### config.mk
export PLATFORM = sky130hd
export DESIGN_NAME = cover_hit_serializer
export DESIGN_NICKNAME = d
export VERILOG_FILES = /design/src/rtl/cover_pkg.sv /design/src/rtl/cover_lsb_pick.sv /design/src/rtl/cover_hit_serializer.sv
export SDC_FILE = /design/constraint.sdc
export NUM_CORES = 1
export LEC_CHECK = 0
export CORE_ASPECT_RATIO = 1.2
export CORE_MARGIN = 8
export CORE_UTILIZATION = 35
export DETAILED_ROUTE_END_ITERATION = 16
export GPL_TIMING_DRIVEN = 0
export PLACE_DENSITY = 0.64
export SLEW_MARGIN = 10
export SYNTH_ARGS = -nofsm -noshare
export SYNTH_HDL_FRONTEND = slang
export SYNTH_SLANG_ARGS = --single-unit
### constraint.sdc
create_clock -name clock -period 10.9 [get_ports clock]
set_clock_uncertainty 0.1 [all_clocks]
set_input_delay 1.09 -clock clock [delete_from_list [all_inputs] [get_ports clock]]
set_output_delay 1.09 -clock clock [all_outputs]
set_load 0.02 [all_outputs]
### src/rtl/cover_pkg.sv
// Shared coverage types: global point count, 64-bit cover index and the serializer FSM states.
package cover_pkg;

  localparam int COVER_TOTAL = 28338;

  typedef logic [63:0] cover_idx_t;

  typedef enum logic [1:0] {
    RUN   = 2'd0,
    DRAIN = 2'd1,
    CLEAR = 2'd2
  } cover_state_e;

endpackage

### src/rtl/cover_lsb_pick.sv
// Lowest-set-bit finder: one-hot mask, binary position and any flag; purely combinational.
module cover_lsb_pick #(
  parameter int WIDTH = 37,
  parameter int PW    = (WIDTH > 1) ? $clog2(WIDTH) : 1
) (
  input  logic [WIDTH-1:0] vec_i,
  output logic [WIDTH-1:0] onehot_o,
  output logic [PW-1:0]    pos_o,
  output logic             any_o
);

  localparam logic [WIDTH-1:0] ONE = WIDTH'(1);

  // Two's-complement trick isolates the lowest set bit; with WIDTH=1 it reduces to vec_i.
  assign onehot_o = vec_i & (~vec_i + ONE);
  assign any_o    = |vec_i;

  always_comb begin
    pos_o = '0;
    for (int i = 0; i < WIDTH; i++) begin
      if (onehot_o[i]) begin
        pos_o = pos_o | PW'(i);
      end
    end
  end

endmodule

### src/rtl/cover_hit_serializer.sv
// Records first toggle hits per bit and serializes their global indices, lowest bit first.
// Latency 2 from hit to out_valid; out_valid/out_index hold while out_ready is low.
module cover_hit_serializer #(
  parameter int WIDTH       = 37,
  parameter int COVER_INDEX = 0,
  parameter int COVER_TOTAL = cover_pkg::COVER_TOTAL,
  parameter int CW          = $clog2(WIDTH + 1)
) (
  input  logic                  clock,
  input  logic                  reset,
  input  logic                  en,
  input  logic [WIDTH-1:0]      valid,
  input  logic                  clr,
  output logic                  out_valid,
  input  logic                  out_ready,
  output cover_pkg::cover_idx_t out_index,
  output logic [CW-1:0]         hit_count,
  output logic                  busy
);

  import cover_pkg::*;

  localparam int PW = (WIDTH > 1) ? $clog2(WIDTH) : 1;

  if (COVER_INDEX + WIDTH > COVER_TOTAL) begin : g_range_check
    $error("cover_hit_serializer: COVER_INDEX + WIDTH exceeds COVER_TOTAL");
  end

  cover_state_e     state_q, state_d;
  logic [WIDTH-1:0] seen_q, seen_d;
  logic [WIDTH-1:0] pend_q, pend_d;
  logic             out_valid_q, out_valid_d;
  cover_idx_t       out_index_q, out_index_d;
  logic [CW-1:0]    hit_count_q, hit_count_d;

  logic [WIDTH-1:0] new_hits;
  logic [WIDTH-1:0] pick_onehot;
  logic [PW-1:0]    pick_pos;
  logic             pick_any;
  logic             load;

  cover_lsb_pick #(
    .WIDTH (WIDTH),
    .PW    (PW)
  ) u_pick (
    .vec_i    (pend_q),
    .onehot_o (pick_onehot),
    .pos_o    (pick_pos),
    .any_o    (pick_any)
  );

  assign new_hits = (state_q == RUN && en) ? (valid & ~seen_q) : '0;
  // The output slot refills whenever it is empty or being consumed this cycle.
  assign load     = ~out_valid_q | out_ready;

  always_comb begin
    state_d     = state_q;
    seen_d      = seen_q | new_hits;
    pend_d      = pend_q | new_hits;
    out_valid_d = out_valid_q;
    out_index_d = out_index_q;
    hit_count_d = hit_count_q + CW'($countones(new_hits));

    if (load) begin
      out_valid_d = pick_any;
      pend_d      = (pend_q & ~pick_onehot) | new_hits;
      if (pick_any) begin
        out_index_d = cover_idx_t'(COVER_INDEX) + cover_idx_t'(pick_pos);
      end
    end

    case (state_q)
      RUN: begin
        if (clr) state_d = DRAIN;
      end
      DRAIN: begin
        if (pend_q == '0 && !out_valid_q) state_d = CLEAR;
      end
      CLEAR: begin
        seen_d      = '0;
        hit_count_d = '0;
        state_d     = RUN;
      end
      default: state_d = RUN;
    endcase
  end

  always_ff @(posedge clock or negedge reset) begin
    if (!reset) begin
      state_q     <= RUN;
      seen_q      <= '0;
      pend_q      <= '0;
      out_valid_q <= 1'b0;
      out_index_q <= '0;
      hit_count_q <= '0;
    end else begin
      state_q     <= state_d;
      seen_q      <= seen_d;
      pend_q      <= pend_d;
      out_valid_q <= out_valid_d;
      out_index_q <= out_index_d;
      hit_count_q <= hit_count_d;
    end
  end

  assign out_valid = out_valid_q;
  assign out_index = out_index_q;
  assign hit_count = hit_count_q;
  assign busy      = (state_q != RUN);

endmodule

# [Word level (Yosys, flattened, before mapping)]
# Cells that the tools add are included.
[word_totals] regBits=147 inputBits=42 output_inout_bits=72 word_cells=116
[op_classes] n_addsub=38 eq_ne=5 muxes=47 bitwise=11 reduce_logical=9
[op_table] operator="64-bit two-way mux" n=2
[op_table] operator="37-bit AND" n=3
[op_table] operator="37-bit two-way mux" n=3
[op_table] operator="37-bit NOT" n=3
[op_table] operator="37-bit OR" n=3
[op_table] operator="5-bit two-way mux" n=16
[op_table] operator="37-bit by 1-bit adder with 37-bit output (second input constant)" n=1
[op_table] operator="37-bit logical NOT" n=1
[op_table] operator="37-bit OR reduction" n=1
[op_table] operator="1-bit by 1-bit adder with 2-bit output" n=18
[op_table] operator="6-bit two-way mux" n=6
[op_table] operator="4-bit two-way mux" n=8
[op_table] operator="2-bit by 2-bit adder with 3-bit output" n=9
[op_table] operator="3-bit by 3-bit adder with 4-bit output" n=4
[op_table] operator="2-bit two-way mux" n=6
[op_table] operator="3-bit two-way mux" n=4
[op_table] operator="4-bit by 4-bit adder with 5-bit output" n=2
[op_table] operator="5-bit by 5-bit adder with 6-bit output" n=1
[op_table] operator="6-bit by 4-bit adder with 6-bit output" n=1
[op_table] operator="6-bit adder" n=1
[op_table] operator="2-bit inequality test (second input constant)" n=3
[op_table] operator="3-bit by 1-bit adder with 4-bit output" n=1
[op_table] operator="2-bit case mux with 2 select lines" n=1
[op_table] operator="2-bit AND reduction" n=2
[op_table] operator="9 further kinds" n=10

# [Longest topological paths before layout]
# Gate-level depths: netlist (run 1).
[logic_depth] word_depth=41 depth_mapped=23

# [Hierarchy]
# Synthesis (run 1) repeated with hierarchy kept, for this count alone.
[unflattened] cells_unflattened=669 hier_area_um2=6032.0
[by_module_without_submodules] module="cover_hit_serializer" n_inst=1 cells_each=516 area_each_um2=5068.6
[by_module_without_submodules] module="cover_lsb_pick" n_inst=1 cells_each=153 area_each_um2=963.4

# [Worst setup path before layout (run 1)]
# No wires, ideal clock.
[synth_path] path_type="input to register" from="input port en" to="register hit_count_q[4] (netlist: hit_count[4])" setup_time_ps=132 arrival_ps=6434 required_ps=10668 path_slack_ps=4235 path_stages=23 cell_sequence="inv_1 > nor2_1 > clkbuf_1 > buf_1 > nand3b_1 > fa_1 > inv_1 > fa_1 > inv_1 > fa_1 > fa_1 > fa_1 > fa_1 > fa_1 > inv_1 > ha_1 > inv_1 > fa_1 > inv_1 > a21o_1 > a21oi_1 > xor2_1 > nor2_1"
[synth_between] elab_chain_len=10 elab_cells_between_ends=40
[synth_rtl] element="from (decl)" line_no="cover_hit_serializer.sv:11" source="input logic en,"
[synth_rtl] element="1-bit logical AND (*)" line_no="cover_hit_serializer.sv:52" source="assign new_hits = (state_q == RUN && en) ? (valid & ~seen_q) : '0;"
[synth_rtl] element="37-bit two-way mux (*)" line_no="cover_hit_serializer.sv:52"
[synth_rtl] element="1-bit by 1-bit adder with 2-bit output (not written as such)" line_no="cover_hit_serializer.sv:62" source="hit_count_d = hit_count_q + CW'($countones(new_hits));"
[synth_rtl] element="2-bit by 2-bit adder with 3-bit output (not written as such)" line_no="cover_hit_serializer.sv:62"
[synth_rtl] element="3-bit by 3-bit adder with 4-bit output (not written as such)" line_no="cover_hit_serializer.sv:62"
[synth_rtl] element="4-bit by 4-bit adder with 5-bit output (not written as such)" line_no="cover_hit_serializer.sv:62"
[synth_rtl] element="5-bit by 5-bit adder with 6-bit output (not written as such)" line_no="cover_hit_serializer.sv:62"
[synth_rtl] element="6-bit by 4-bit adder with 6-bit output (not written as such) (*)" line_no="cover_hit_serializer.sv:62"
[synth_rtl] element="6-bit adder (*)" line_no="cover_hit_serializer.sv:62"
[synth_rtl] element="6-bit two-way mux (*)" line_no="cover_hit_serializer.sv:72" source="case (state_q)"
[synth_rtl] element="named net hit_count_d[4]" line_no="cover_hit_serializer.sv:34" source="logic [CW-1:0] hit_count_q, hit_count_d;"
[synth_rtl] element="to (signal assigned)" line_no="cover_hit_serializer.sv:102" source="hit_count_q <= hit_count_d;"
[synth_rtl] element="to (decl)" line_no="cover_hit_serializer.sv:34"
# Mark *: on every way through the listed nets, which the timed path passes. The rest lies on a longest branch.
# A chain may end at the register's enable or synchronous reset.

# [Final worst setup path (run 1)]
# Ends and elaborated chain as after synthesis.

==> impl_metrics.py, run 1 <==
metrics = {
    "outcome": {
        "run_status": "finished, final reports clean",
    },
    "logic_synthesis": {
        "synth-edff-count": 0,
        "synthArstFlopShare_pct": 100.0,
        "synthAdderAreaFrac_pct": 14.70,
        "synthCells": 595,
        "syn_area_mm2": 0.005619,
        "synth_top_family_by_area": "simple AND/OR/NAND/NOR gates",
        "synth_cell_types": 53,
        "synthSimpleGateAreaFrac_pct": 19.91,
        "synth_mux_area_share_pct": 0,
        "avgSynthCellArea_um2": 9.444,
        "yosysSeqAreaShare_pct": 39.63,
        "synth_xor_area_share_pct": 1.091,
        "synth_ff_type": "dfrtp_1",
        "ys_ff_latch": 89,
        "synth_compound_area_share_pct": 12.85,
        "yosysWarnings": 0,
    },
    "global_route": {
        "grt_pass1_wl_um": 23730,
        "grt_max_degree": 65,
        "overflow": 0,
        "antenna_found_initial": 0,
        "grt_pass1_vias": 4584,
        "grt_usage_pct": 14.44,
    },
    "routing": {
        "firstDrtPassIters": 4,
        "dr_total_vias": 4400,
        "wl_per_cell_um": 15.47,
        "antenna_left": 0,
        "drtIter0Drc": 183,
        "drt_wl_total_um": 14420,
        "avgViaCountPerCell": 4.721,
        "drc": 0,
    },
    "flow_run": {
        "maxCapViolCount": 0,
    },
    "cts": {
        "cts_tree": "yes",
        "cts_resized": 0,
        "root_buffer": "clkbuf_16",
        "cts_setup_buffers": 0,
        "clkTransAtPathRegs_ns": 0.06,
        "ctsHoldBuffers": 0,
        "cts_max_level": 3,
        "ctsLongestPathBuffers": 2,
        "clk_latency_ns": 0.35,
        "cts_sinks": 89,
        "cts_inserted_buffers": 9,
    },
    "worst_setup_path": {
        "cpPeakStageDelay_ns": 0.55,
        "endpoint_kind": "flop",
        "cpMostUsedCell": "fa_1",
        "path_cells": "clkdlybuf4s50_1 > inv_1 > nor2_1 > clkbuf_1 > buf_1 > nand3b_1 > fa_1 > inv_1 > fa_1 > inv_1 > fa_1 > fa_1 > fa_1 > fa_1 > fa_1 > inv_1 > ha_1 > inv_1 > fa_1 > inv_1 > a21o_1 > a21oi_1 > xor2_1 > nor2_1",
        "worstPathRequired_ns": 11.01,
        "cp_max_fo": 10,
        "startpoint_type": "primary input",
        "crit_arrival_ns": 7.71,
        "worst-path-buf-inv": 9,
        "crit_family": "adder cells",
        "path_class": "primary input to flop",
        "cpMaxStageDelayCell": "fa_1",
    },
    "sta": {
        "finalSetupViolCount": 0,
        "hold_viol": 0,
        "slew_viol_final": 0,
        "whs_ns": 0.3819,
        "post-route-period-util_pct": 69.72,
        "fin_crit_ns": 7.599,
        "setup_tns_ns": 0,
        "max_freq_mhz": 131.6,
        "maxSlewHeadroom_pct": 50.75,
        "tightest_slew_ns": 0.7331,
        "rsz0062_at_grt": "false",
    },
    "placed_design": {
        "dp.cells": 916,
        "gp_congestion": 0.8307,
        "io_buffers": 55,
        "dpl.hpwl_um": 11670,
    },
    "final_layout": {
        "drive_gt1_share_pct": 12.15,
        "final_nets": 809,
        "fin_cells": 932,
        "diodes": 0,
        "area_delta_synth_final_pct": 23.58,
        "post-route-util_pct": 44.40,
        "fillers": 1583,
    },
    "power_and_ir_drop": {
        "p_per_area_mw_per_mm2": 268.0,
        "leakagePower_nw": 3.436,
        "irDropWorstVdd_v": 0.00009410,
        "power_w": 0.001861,
    },
    "floorplan": {
        "die_h_um": 154.8,
        "ios": 114,
        "start_util_pct": 35.93,
        "core_area_mm2": 0.01564,
        "die_area_mm2": 0.02038,
        "die_w_um": 131.7,
        "row_count": 50,
    },
    "worst_hold_path": {
        "hold_class": "flop to flop",
    },
}
[sequential cells by signal, summed over array words and instances, names as in the netlist]
name and flops:
out_valid 1, seen_q 37, out_index 6, state_q 2, pend_q 37, hit_count 6
[worst register-to-register path: cells and delay by family, from the launching register on]
kind,cells,cell delay (ns)
buffers and inverters,7,1.30
AND/OR/NAND/NOR,4,0.77
flip-flops,1,0.41
XOR/XNOR,1,0.17
AO/OA/AOI/OAI,2,0.33
adder cells (fa/ha/maj),9,3.89
[per-stage QoR]
step	area, um^2	setup WS (ns)
floorplan	5833	4.235
global placement	6644	2.868
detailed placement	6669	2.889
CTS	6944	3.228
global route	6944	2.921
finish	6944	3.301
[logic make-up after synthesis]
| kind of cell | Yosys count |
|---|---|
| simple gates | 215 |
| fa+ha+maj | 48 |
| buf+inv | 117 |
| xor+xnor | 7 |
| flops | 89 |
| compound gates | 118 |
| other cells | 1 |
[report_power, final]
| group | total (W) | leakage (nW) | switching (W) | internal (W) |
|---|---|---|---|---|
| clock network | 0.000295 | 0.139 | 0.000129 | 0.000166 |
| logic | 0.00101 | 2.19 | 0.000582 | 0.000424 |
| registers | 0.000560 | 1.10 | 0.0000925 | 0.000467 |
| total | 0.00186 | 3.44 | 0.000803 | 0.00106 |
[cell usage after synthesis (all sizes together), types with 14 or more instances]
cell     n  area, um^2
buf     64       461.7
nand2   50       187.7
o21ai   24       120.1
nand3b  29       217.7
inv     39       146.4
dfrtp   89        2227
ha      18       225.2
nor2    73       281.5
a21oi   49       249.0
clkbuf  14       52.55
fa      30       600.6
[worst paths after layout]
check                            from           end  slack [ns]  cells past startpoint
setup / recovery                   en  hit_count[4]        3.30                     24
min in group asynchronous       reset  hit_count[2]        0.56                      1
max in group asynchronous       reset    seen_q[21]        9.51                      2
hold reg to reg            state_q[1]    state_q[0]        0.38                      1
setup reg to reg           state_q[1]  hit_count[4]        3.82                     23
hold / removal             state_q[1]    state_q[0]        0.38                      1
[metal layers]
layer / routed length, um / vias up / GRT usage [%]
met5: 0 / - / 0
met4: 348 / 0 / 5.534
met3: 482 / 19 / 2.592
met2: 7334 / 106 / 25.39
met1: 6258 / 2095 / 17.19
li1: - / 2180 / -
[layout by cell type, fill, tap and decap left out, drive strengths merged, types with 27 or more instances in the layout]
master	Yosys	final
conb	1	58
buf	64	66
nor2	73	73
nand3b	29	29
nand2	50	50
a21oi	49	49
clkdlybuf4s50	0	54
dfrtp	89	89
clkbuf	14	27
fa	30	30
inv	39	39
[cell type report]
type | count | area [um^2] | area share [%]
flip-flops and latches | 89 | 2227 | 32.07
clock buffers | 13 | 260.3 | 3.748
well taps | 208 | 260.3 | 3.748
inverters | 39 | 146.4 | 2.108
clock inverters | 3 | 15.01 | 0.2162
plain buffers | 78 | 514.2 | 7.405
multi-input cells | 446 | 2945 | 42.41
repair buffers | 56 | 575.6 | 8.288
Power figures use the tool's default switching activity.
==> run 2, diff against run 1 <==
- clock period: 10.9 -> 7.21 ns (I/O delays scaled with it)
==> run 2 against run 1 <==
Effect of this change:
- final cell count unchanged
- clock power up 51%
- critical path depth unchanged
- critical endpoint unchanged
- routed wire length down 0.20%
- worst setup slack worse by 2.9 ns
- design area about the same
- flip-flop and latch count unchanged
- sequential power up 51%
- global-route usage unchanged
- hold slack worse by 0.19 ns
- total power up 51%
==> impl_metrics.py, run 2 (synthesis gave the netlist of run 1 again) <==
metrics = {
    "outcome": {
        "run_status": "finished, final reports clean",
    },
    "power_and_ir_drop": {
        "p_per_area_mw_per_mm2": 404.6,
        "irDropWorstVdd_v": 0.0001415,
        "power_w": 0.002812,
        "leakagePower_nw": 3.454,
    },
    "global_route": {
        "antenna_found_initial": 0,
        "grt_pass1_vias": 4584,
        "overflow": 0,
        "grt_max_degree": 65,
        "grt_pass1_wl_um": 23730,
        "grt_usage_pct": 14.44,
    },
    "routing": {
        "antenna_left": 0,
        "drt_wl_total_um": 14390,
        "avgViaCountPerCell": 4.723,
        "firstDrtPassIters": 4,
        "wl_per_cell_um": 15.44,
        "drc": 0,
        "drtIter0Drc": 181,
        "dr_total_vias": 4402,
    },
    "final_layout": {
        "diodes": 0,
        "final_common_cell": "dfrtp_1",
        "final_cell_mix": "89 x dfrtp_1, 72 x nor2_1, 59 x buf_4",
        "design_area_mm2": 0.006950,
        "drive_gt1_share_pct": 12.85,
        "final_nets": 809,
        "area_delta_synth_final_pct": 23.69,
        "top_regs": "pend_q x37, seen_q x37",
    },
    "worst_hold_path": {
        "hold_class": "primary input to async pin",
    },
    "cts": {
        "cts_max_level": 3,
        "cts_sinks": 89,
        "root_buffer": "clkbuf_16",
        "cts_tree": "yes",
        "cts_inserted_buffers": 9,
        "clkTransAtPathRegs_ns": 0.06,
        "ctsLongestPathBuffers": 2,
        "ctsHoldBuffers": 0,
        "clk_latency_ns": 0.35,
        "cts_setup_buffers": 0,
    },
    "placed_design": {
        "placed_area_mm2": 0.006669,
        "gp_congestion": 0.8307,
        "io_buffers": 55,
        "dpl.hpwl_um": 11670,
    },
    "worst_setup_path": {
        "cpPeakStageDelay_ns": 0.56,
        "worst-path-buf-inv": 9,
        "r2r-end": "hit_count[4]",
        "crit_arrival_ns": 6.94,
        "worstPathRequired_ns": 7.32,
        "crit_family": "adder cells",
        "cpMostUsedCell": "fa_1",
        "cpMaxStageDelayCell": "fa_1",
        "r2r_cells": 23,
        "path_class": "primary input to flop",
        "ff2ff_setup_slack_ns": 0.53,
        "cp_max_fo": 10,
        "startpoint_type": "primary input",
        "endpoint_kind": "flop",
        "path_cells": "clkdlybuf4s50_1 > inv_1 > nor2_1 > clkbuf_2 > clkbuf_2 > nand3b_1 > fa_1 > inv_1 > fa_1 > inv_1 > fa_1 > fa_1 > fa_1 > fa_1 > fa_1 > inv_1 > ha_1 > inv_1 > fa_1 > inv_1 > a21o_1 > a21oi_1 > xor2_1 > nor2_1",
        "r2r-start": "state_q[1]",
    },
    "floorplan": {
        "die_h_um": 154.8,
        "ios": 114,
        "die_area_mm2": 0.02038,
        "die_w_um": 131.7,
        "start_util_pct": 35.93,
        "row_count": 50,
        "core_area_mm2": 0.01564,
    },
    "sta": {
        "tightest_slew_ns": 0.7424,
        "slew_viol_final": 0,
        "maxSlewHeadroom_pct": 50.13,
        "fin_crit_ns": 6.831,
        "post-route-period-util_pct": 94.75,
        "rsz0062_at_grt": "false",
        "max_freq_mhz": 146.4,
        "finalSetupViolCount": 0,
        "hold_viol": 0,
    },
    "flow_run": {
        "maxCapViolCount": 0,
    },
}
run 2: cell count changes in the layout (fill, tap and decap cells not counted), sizes merged:
cell | previous run | this run
buf | 66 | 65
clkbuf | 27 | 28
run 2: stage by stage:
step                      cells  hold WS [ns]  setup TNS [ns]  utilization, %  setup WS (ns)
after floorplan             652        0.3254               0               -         0.9064
after global placement      915        0.3628          -1.443           42.48        -0.4533
after detailed placement    916        0.3705          -1.308           42.64        -0.4324
after CTS                   932        0.1988               0           44.42         0.1794
after global routing        932        0.2121               0           44.44        0.07226
final                       932        0.1895               0           44.44         0.3787
run 2: worst register-to-register path: cells and delay by family, from the launching register on:
| family | cells | cell delay (ns) |
|---|---|---|
| AO/OA/AOI/OAI | 2 | 0.33 |
| XOR/XNOR | 1 | 0.17 |
| adder cells (fa/ha/maj) | 9 | 3.91 |
| buffers and inverters | 7 | 0.91 |
| flip-flops | 1 | 0.41 |
| AND/OR/NAND/NOR | 4 | 0.74 |
run 2: timing repair:
item                                   in CTS  in global routing
endpoints found under the hold margin       0                  0
setup endpoints to repair                   2                  2
resized for setup                           2                  5
run 2: worst max-delay path by stage:
stage | start | endpoint | slack, ns | depth (start not counted)
after floorplan | state_q[1] | hit_count[4] | 0.91 | 23
after global placement | en | hit_count[5] | -0.45 | 21
after detailed placement | en | hit_count[4] | -0.43 | 22
after CTS | en | hit_count[4] | 0.18 | 24
after global routing | en | hit_count[4] | 0.07 | 24
final | en | hit_count[4] | 0.38 | 24
run 2: final cells by class:
cell class	instances	area (um^2)
fillers	1583	8690
clock inverters	3	15.01
well taps	208	260.3
repair buffers	56	575.6
clock buffers	13	260.3
plain buffers	78	520.5
inverters	39	146.4
flip-flops and latches	89	2227
multi-input cells	446	2945
run 2: per-layer routing:
layer  part of all wire, %  up-vias  wire length [um]  track usage [%]
li1                      -     2178                 -                -
met1                    43     2116              6202            17.19
met4                   2.4        0               348            5.534
met2                    51       89              7364            25.39
met3                   3.3       19               478            2.592
met5                     0        -                 0                0
run 2: power by group:
group          internal (W)  switching [W]
combinational      0.000643       0.000878
clock              0.000251       0.000194
sequential         0.000707       0.000139
total               0.00160        0.00121
